[src/rtl/lau_pkg.sv]
// -----------------------------------------------------------------------------
// lau_pkg
// Shared types for the carry-propagate back end of the multi-operand adder.
//   csa_resolver_state_e : control states of csa_resolver
//                          (IDLE -> ADD -> DONE -> IDLE).
// -----------------------------------------------------------------------------
package lau_pkg;

    typedef enum logic [1:0] {
        IDLE = 2'd0,
        ADD  = 2'd1,
        DONE = 2'd2
    } csa_resolver_state_e;

endpackage

[src/rtl/csa_chunk_add.sv]
// -----------------------------------------------------------------------------
// csa_chunk_add
// Purely combinational chunk-wide ripple-carry adder built from full_adder
// cells. csa_resolver feeds it one chunk of the latched carry-save pair per
// cycle.
// Parameters:
//   chunk  adder width in bits
// Ports:
//   A, B  in  [chunk-1:0] addends
//   CI    in  carry in
//   S     out [chunk-1:0] sum
//   CO    out carry out of bit chunk-1
// -----------------------------------------------------------------------------
module csa_chunk_add #(
    parameter int chunk = 8
) (
    input  logic [chunk-1:0] A,
    input  logic [chunk-1:0] B,
    input  logic             CI,
    output logic [chunk-1:0] S,
    output logic             CO
);

    logic [chunk:0] w_carry;

    assign w_carry[0] = CI;

    for (genvar i = 0; i < chunk; i++) begin : g_fa
        full_adder u_fa (
            .A  (A[i]),
            .B  (B[i]),
            .CI (w_carry[i]),
            .S  (S[i]),
            .CO (w_carry[i+1])
        );
    end

    assign CO = w_carry[chunk];

endmodule

[src/rtl/full_adder.sv]
// -----------------------------------------------------------------------------
// full_adder
// Single-bit full adder cell, the ripple element of csa_chunk_add.
// Ports:
//   A, B  in  addend bits
//   CI    in  carry in
//   S     out sum bit
//   CO    out carry out
// -----------------------------------------------------------------------------
module full_adder (
    input  logic A,
    input  logic B,
    input  logic CI,
    output logic S,
    output logic CO
);

    assign S  = A ^ B ^ CI;
    assign CO = (A & B) | (CI & (A ^ B));

endmodule

[src/rtl/csa_resolver.sv]
// -----------------------------------------------------------------------------
// csa_resolver
// Sequential carry-propagate back end for carry-save (S,C) pairs. A pair is
// accepted over a valid/ready handshake, resolved to (S+C) mod 2^width one
// chunk per cycle with a registered inter-chunk carry, and returned over a
// second valid/ready handshake. Throughput is one result per NCHUNK+2 cycles.
//
// Optional build macro:
//   CSA_RESOLVER_EARLY_EXIT_EN  finish early once the outgoing chunk carry is
//                               0 and no latched C bit remains above the
//                               current chunk (latency 1..NCHUNK cycles).
//
// Parameters:
//   width  operand/result width (>= 2)
//   chunk  bits resolved per cycle (1 <= chunk <= width)
// Ports:
//   CLK        in  clock, rising edge
//   RST        in  asynchronous reset, active-high
//   IN_VALID   in  carry-save pair present
//   IN_READY   out block can accept a pair (registered)
//   S          in  [width-1:0] sum vector
//   C          in  [width-1:0] weight-aligned carry vector
//   OUT_VALID  out result present
//   OUT_READY  in  consumer takes result
//   Z          out [width-1:0] (S+C) mod 2^width, valid while OUT_VALID=1
//   CO         out carry out of bit width-1
// -----------------------------------------------------------------------------
module csa_resolver
    import lau_pkg::*;
#(
    parameter int width = 32,
    parameter int chunk = 8
) (
    input  logic             CLK,
    input  logic             RST,
    input  logic             IN_VALID,
    output logic             IN_READY,
    input  logic [width-1:0] S,
    input  logic [width-1:0] C,
    output logic             OUT_VALID,
    input  logic             OUT_READY,
    output logic [width-1:0] Z,
    output logic             CO
);

    localparam int NCHUNK = (width + chunk - 1) / chunk;
    localparam int IDX_W  = (NCHUNK > 1) ? $clog2(NCHUNK) : 1;
    // Number of real bits in the last chunk; the rest of it is zero padding.
    localparam int LASTW  = width - (NCHUNK - 1) * chunk;
    localparam logic [IDX_W-1:0] LAST_IDX = IDX_W'(NCHUNK - 1);

    csa_resolver_state_e r_state;
    logic [width-1:0]    r_s;
    logic [width-1:0]    r_c;
    logic [width-1:0]    r_z;
    logic                r_co;
    logic                r_carry;
    logic [IDX_W-1:0]    r_idx;
    logic                r_in_ready;
    logic                r_out_valid;

    logic [chunk-1:0]    w_a;
    logic [chunk-1:0]    w_b;
    logic [chunk-1:0]    w_sum;
    logic                w_co;
    logic                w_last_co;
    logic                w_chunk_co;
    logic [width-1:0]    w_z_next;

    // Select the current chunk of the latched operands; bits past width-1
    // stay zero, which pads the partial last chunk.
    // NOTE: every always_comb output gets a default first so no path leaves
    // it unassigned and no latch is inferred.
    always_comb begin
        w_a = '0;
        w_b = '0;
        for (int i = 0; i < width; i++) begin
            if (r_idx == IDX_W'(i / chunk)) begin
                w_a[i % chunk] = r_s[i];
                w_b[i % chunk] = r_c[i];
            end
        end
    end

    csa_chunk_add #(
        .chunk (chunk)
    ) u_chunk_add (
        .A  (w_a),
        .B  (w_b),
        .CI (r_carry),
        .S  (w_sum),
        .CO (w_co)
    );

    // With a partial last chunk the carry out of bit width-1 lands in the
    // first padding position of the adder sum, not on its CO.
    if (LASTW == chunk) begin : g_last_full
        assign w_last_co = w_co;
    end else begin : g_last_part
        assign w_last_co = w_sum[LASTW];
    end

    assign w_chunk_co = (r_idx == LAST_IDX) ? w_last_co : w_co;

    // Result with the current chunk merged in.
    always_comb begin
        w_z_next = r_z;
        for (int i = 0; i < width; i++) begin
            if (r_idx == IDX_W'(i / chunk)) begin
                w_z_next[i] = w_sum[i % chunk];
            end
        end
    end

`ifdef CSA_RESOLVER_EARLY_EXIT_EN
    logic             w_upper_c;
    logic [width-1:0] w_z_exit;
    logic             w_exit;

    // Once no carry leaves this chunk and no C bit remains above it, the
    // upper result bits are exactly the latched S bits.
    always_comb begin
        w_upper_c = 1'b0;
        w_z_exit  = w_z_next;
        for (int i = 0; i < width; i++) begin
            if (IDX_W'(i / chunk) > r_idx) begin
                w_upper_c   = w_upper_c | r_c[i];
                w_z_exit[i] = r_s[i];
            end
        end
    end

    assign w_exit = !w_chunk_co && !w_upper_c;
`endif

    // NOTE: state registers use non-blocking assignments so every flop
    // samples pre-edge values regardless of statement order.
    always_ff @(posedge CLK or posedge RST) begin
        if (RST) begin
            r_state     <= IDLE;
            r_s         <= '0;
            r_c         <= '0;
            r_z         <= '0;
            r_co        <= 1'b0;
            r_carry     <= 1'b0;
            r_idx       <= '0;
            r_in_ready  <= 1'b1;
            r_out_valid <= 1'b0;
        end else begin
            case (r_state)
                IDLE: begin
                    if (IN_VALID) begin
                        r_s        <= S;
                        r_c        <= C;
                        r_z        <= '0;
                        r_co       <= 1'b0;
                        r_carry    <= 1'b0;
                        r_idx      <= '0;
                        r_in_ready <= 1'b0;
                        r_state    <= ADD;
                    end
                end
                ADD: begin
                    r_z     <= w_z_next;
                    r_carry <= w_chunk_co;
                    r_idx   <= r_idx + 1'b1;
                    if (r_idx == LAST_IDX) begin
                        r_co        <= w_chunk_co;
                        r_out_valid <= 1'b1;
                        r_state     <= DONE;
                    end
`ifdef CSA_RESOLVER_EARLY_EXIT_EN
                    if (w_exit) begin
                        r_z         <= w_z_exit;
                        r_co        <= 1'b0;
                        r_out_valid <= 1'b1;
                        r_state     <= DONE;
                    end
`endif
                end
                DONE: begin
                    // Hand-off returns to IDLE; the next pair is taken no
                    // earlier than the following edge.
                    if (OUT_READY) begin
                        r_out_valid <= 1'b0;
                        r_in_ready  <= 1'b1;
                        r_state     <= IDLE;
                    end
                end
                default: begin
                    r_out_valid <= 1'b0;
                    r_in_ready  <= 1'b1;
                    r_state     <= IDLE;
                end
            endcase
        end
    end

    assign IN_READY  = r_in_ready;
    assign OUT_VALID = r_out_valid;
    assign Z         = r_z;
    assign CO        = r_co;

endmodule

[config.mk]
export PLATFORM = sky130hd
export DESIGN_NAME = csa_resolver
export DESIGN_NICKNAME = d
export VERILOG_FILES = /design/src/rtl/lau_pkg.sv /design/src/rtl/csa_chunk_add.sv /design/src/rtl/full_adder.sv /design/src/rtl/csa_resolver.sv
export SDC_FILE = /design/constraint.sdc
export NUM_CORES = 1
export LEC_CHECK = 0
export CAP_MARGIN = 20
export CORE_ASPECT_RATIO = 1.25
export CORE_MARGIN = 2
export CORE_UTILIZATION = 56
export DETAILED_ROUTE_END_ITERATION = 8
export HOLD_SLACK_MARGIN = 0.12
export MAX_ROUTING_LAYER = met4
export PLACE_DENSITY = 0.86
export SLEW_MARGIN = 15
export SYNTH_ARGS = -nofsm -noshare
export SYNTH_HDL_FRONTEND = slang
export SYNTH_SLANG_ARGS = --single-unit
[constraint.sdc]
create_clock -name CLK -period 11.95 [get_ports CLK]
set_input_delay 1.7925 -clock CLK [delete_from_list [all_inputs] [get_ports CLK]]
set_output_delay 1.7925 -clock CLK [all_outputs]
set_load 0.03 [all_outputs]
==> flow_metrics.env <==
export IMPL_status="finished, final reports clean"
export IMPL_wl_um=11600
export IMPL_finalSetupTns_ns=0
export IMPL_p_leak_nw=2.60
export IMPL_syn_avg_cell_area_um2=12.3
export IMPL_synth_common_cells="dfrtp_1, nand2_1, mux2_4"
export IMPL_power_density_mw_per_mm2=307
export IMPL_async_reset_ff_share_pct=100
export IMPL_whs_ns=0.473
export IMPL_critPathLaunchType="register"
export IMPL_ys_seq_area_share_pct=51.1
export IMPL_grt_overflow=0
export IMPL_nNetsFinal=583
export IMPL_routed_via_count=3650
export IMPL_die_y_um=111
export IMPL_synth_top_area_share_pct=50.6
export IMPL_antenna_found_initial=0
export IMPL_period_minus_slack_ns=5.08
export IMPL_max_stage_delay_ns=0.74
export IMPL_drc_errors=0
export IMPL_syn_num_nets=496
export IMPL_clockBufferDepth=2
export IMPL_endpoint_kind="register"
export IMPL_drv_cap=0
export IMPL_yosys_warnings=0
export IMPL_path_max_fanout=31
export IMPL_grt_pass1_wl_um=18800
export IMPL_avgRoutedWirePerCell_um=18.5
export IMPL_synth_edf_count=0
export IMPL_achievable_frequency_mhz=197
export IMPL_synth_top_cell_by_area="dfrtp_1"
export IMPL_ys_flop_type="dfrtp_1"
export IMPL_root_buffer="clkbuf_8"
export IMPL_hp_class="register to register"
export IMPL_syn_instance_count=416
export IMPL_portBuffers=102
export IMPL_via_per_inst=5.81
export IMPL_hpwl_um=8580
export IMPL_gp_congestion=0.861
export IMPL_final_antenna_net_count=0
export IMPL_cts_resized=0
export IMPL_die_width_um=89.3
export IMPL_grt_pass1_vias=3765
export IMPL_final_core_util_pct=71.7
export IMPL_fin_crit_sh_pct=42.5
export IMPL_dr_pass1_iters=5
export IMPL_drive_gt1_share_pct=17.7
export IMPL_tritoncts="built"
export IMPL_fin_skew_ns=0.0119
export IMPL_die_area_mm2=0.00989
export IMPL_tightest_slew_ns=1.05
export IMPL_maxSlewViolCount=0
export IMPL_postCtsHoldBufs=0
export IMPL_insertedDiodeCount=0
export IMPL_cp_top_family="adder cells"
export IMPL_first_iter_violations=227
export IMPL_dp_cells=612
export IMPL_coreArea_mm2=0.00875
export IMPL_critPathArrivalTime_ns=5.35
export IMPL_cp_cell_sequence="inv_1 > ha_1 > nor2b_1 > a221oi_1 > nor2_1 > fa_1 > fa_1 > fa_1 > inv_1 > fa_1 > inv_1 > fa_1 > inv_1 > fa_1 > fa_1 > fa_1 > o311ai_0"
export IMPL_hold_viol_final=0
export IMPL_num_rows=38
export IMPL_synth_area_mm2=0.00510
export IMPL_fin_cells=628
export IMPL_synth_seq_cells=104
export IMPL_path_clk_slew_ns=0.11
export IMPL_crit_buf_inv=4
export IMPL_grt_max_degree=66
export IMPL_power_total_w=0.00193
export IMPL_track_usage_pct=25.5
export IMPL_slowest_stage="ha_1"
export IMPL_cts_buffers=9
export IMPL_cts_sinks=104
export IMPL_ios=103
export IMPL_setup_violations=0
export IMPL_ir_drop_uv=179
export IMPL_postCtsSetupBuffers=0
export IMPL_initial_utilization_pct=58.3
export IMPL_htreeDepth=3
export IMPL_relSlewSlack_pct=30.3
export IMPL_critPathMostFrequentCell="fa_1"
export IMPL_synth_distinct_cells=36
export IMPL_clock_latency_ns=0.38
export IMPL_area_delta_synth_final_pct=23.1
export IMPL_cp_required_ns=12.22
export IMPL_synth_area_top_cells="dfrtp_1, mux2_4, nand2_1"
export IMPL_synth_most_common_cell="dfrtp_1"
export IMPL_worstSetupPathType="register to register"
export IMPL_rsz0062_at_grt="no"
## worst register-to-register path: cells and delay by family (launching register included)
family | cells | cell delay, ns
adders and majority gates | 9 | 3.28
AOI/OAI and AO/OA | 2 | 0.64
DFF | 1 | 0.43
and+or+nand+nor | 2 | 0.32
buffers and inverters | 4 | 0.30
## stage by stage
step                      setup WS (ns)  instance area, um^2
after global routing               6.47                 6280
after global placement             7.17                 6070
final                              6.87                 6280
after detailed placement           6.92                 6070
after CTS                          6.89                 6280
after floorplan                    7.43                 5100
## routing by layer
metal  up-vias  wire length, um  GRT usage [%]
li1       1646                -              -
met1      1800             4560           32.5
met2       175             6060           39.1
met3        29              695           5.88
met4         0              305           10.6
met5         -                0              -
## state kept, by name (all words and copies together), names as in the netlist
| register | cells |
|---|---|
| r_s | 32 |
| r_state | 2 |
| r_c | 32 |
| OUT_VALID | 1 |
| CO | 1 |
| Z | 32 |
| IN_READY | 1 |
| r_idx | 2 |
| r_carry | 1 |
## final cells by class
type	instances	area (um^2)
multi-input cells	275	2250
clock buffers	9	124
clock inverters	7	78.8
inverters	9	36.3
flip-flops and latches	104	2600
well taps	120	150
fillers	625	2470
repair buffers	104	1040
## cell families after synthesis
| group | count (synthesis) | synth area share [%] |
|---|---|---|
| compound gates | 73 | 10.7 |
| simple gates | 125 | 11.3 |
| mux | 65 | 18.0 |
| fa+ha+maj | 12 | 4.12 |
| buf+inv | 37 | 4.84 |
| flops | 104 | 51.1 |
## path summary, 6_finish.rpt
kind	from	to	slack, ns	depth (start not counted)
hold reg to reg	IN_READY$_DFFE_PP1P_	IN_READY$_DFFE_PP1P_	0.47	2
min in group asynchronous	RST	r_s[23]$_DFFE_PP0P_	1.84	2
setup reg to reg	r_idx[1]$_DFFE_PP0P_	Z[31]$_DFFE_PP0P_	6.87	17
max in group asynchronous	RST	Z[5]$_DFFE_PP0P_	8.99	3
setup / recovery	r_idx[1]$_DFFE_PP0P_	Z[31]$_DFFE_PP0P_	6.87	17
hold / removal	IN_READY$_DFFE_PP1P_	IN_READY$_DFFE_PP1P_	0.47	2
## report_power, final
group / internal [W] / leakage [nW] / total, W / switching [W]
registers: 0.000514 / 1.27 / 0.000650 / 0.000136
logic: 0.000485 / 1.24 / 0.00105 / 0.000570
clock network: 0.0000985 / 0.0925 / 0.000224 / 0.000125
total: 0.00110 / 2.60 / 0.00193 / 0.000830
## cells in the final DEF, fill, tap and decap left out, types with 3 or more instances in the layout
cell / Yosys / layout
dfrtp_1: 103 / 103
clkdlybuf4s50_1: 0 / 102
nand2_1: 85 / 85
mux2_4: 49 / 49
o211ai_1: 19 / 19
mux2_2: 16 / 16
o311ai_0: 14 / 14
a21oi_1: 12 / 12
nand3b_1: 9 / 9
clkbuf_8: 0 / 9
inv_1: 9 / 8
o221ai_1: 8 / 8
fa_1: 8 / 8
nor2_1: 7 / 7
o21ai_0: 7 / 7
nand2b_1: 5 / 5
nor2b_1: 5 / 5
o22ai_1: 4 / 4
ha_1: 4 / 4
a22o_1: 3 / 3
or3_1: 3 / 3
nand3_1: 3 / 3
a221oi_1: 3 / 3
clkinvlp_4: 0 / 3
Power figures use the tool's default switching activity.
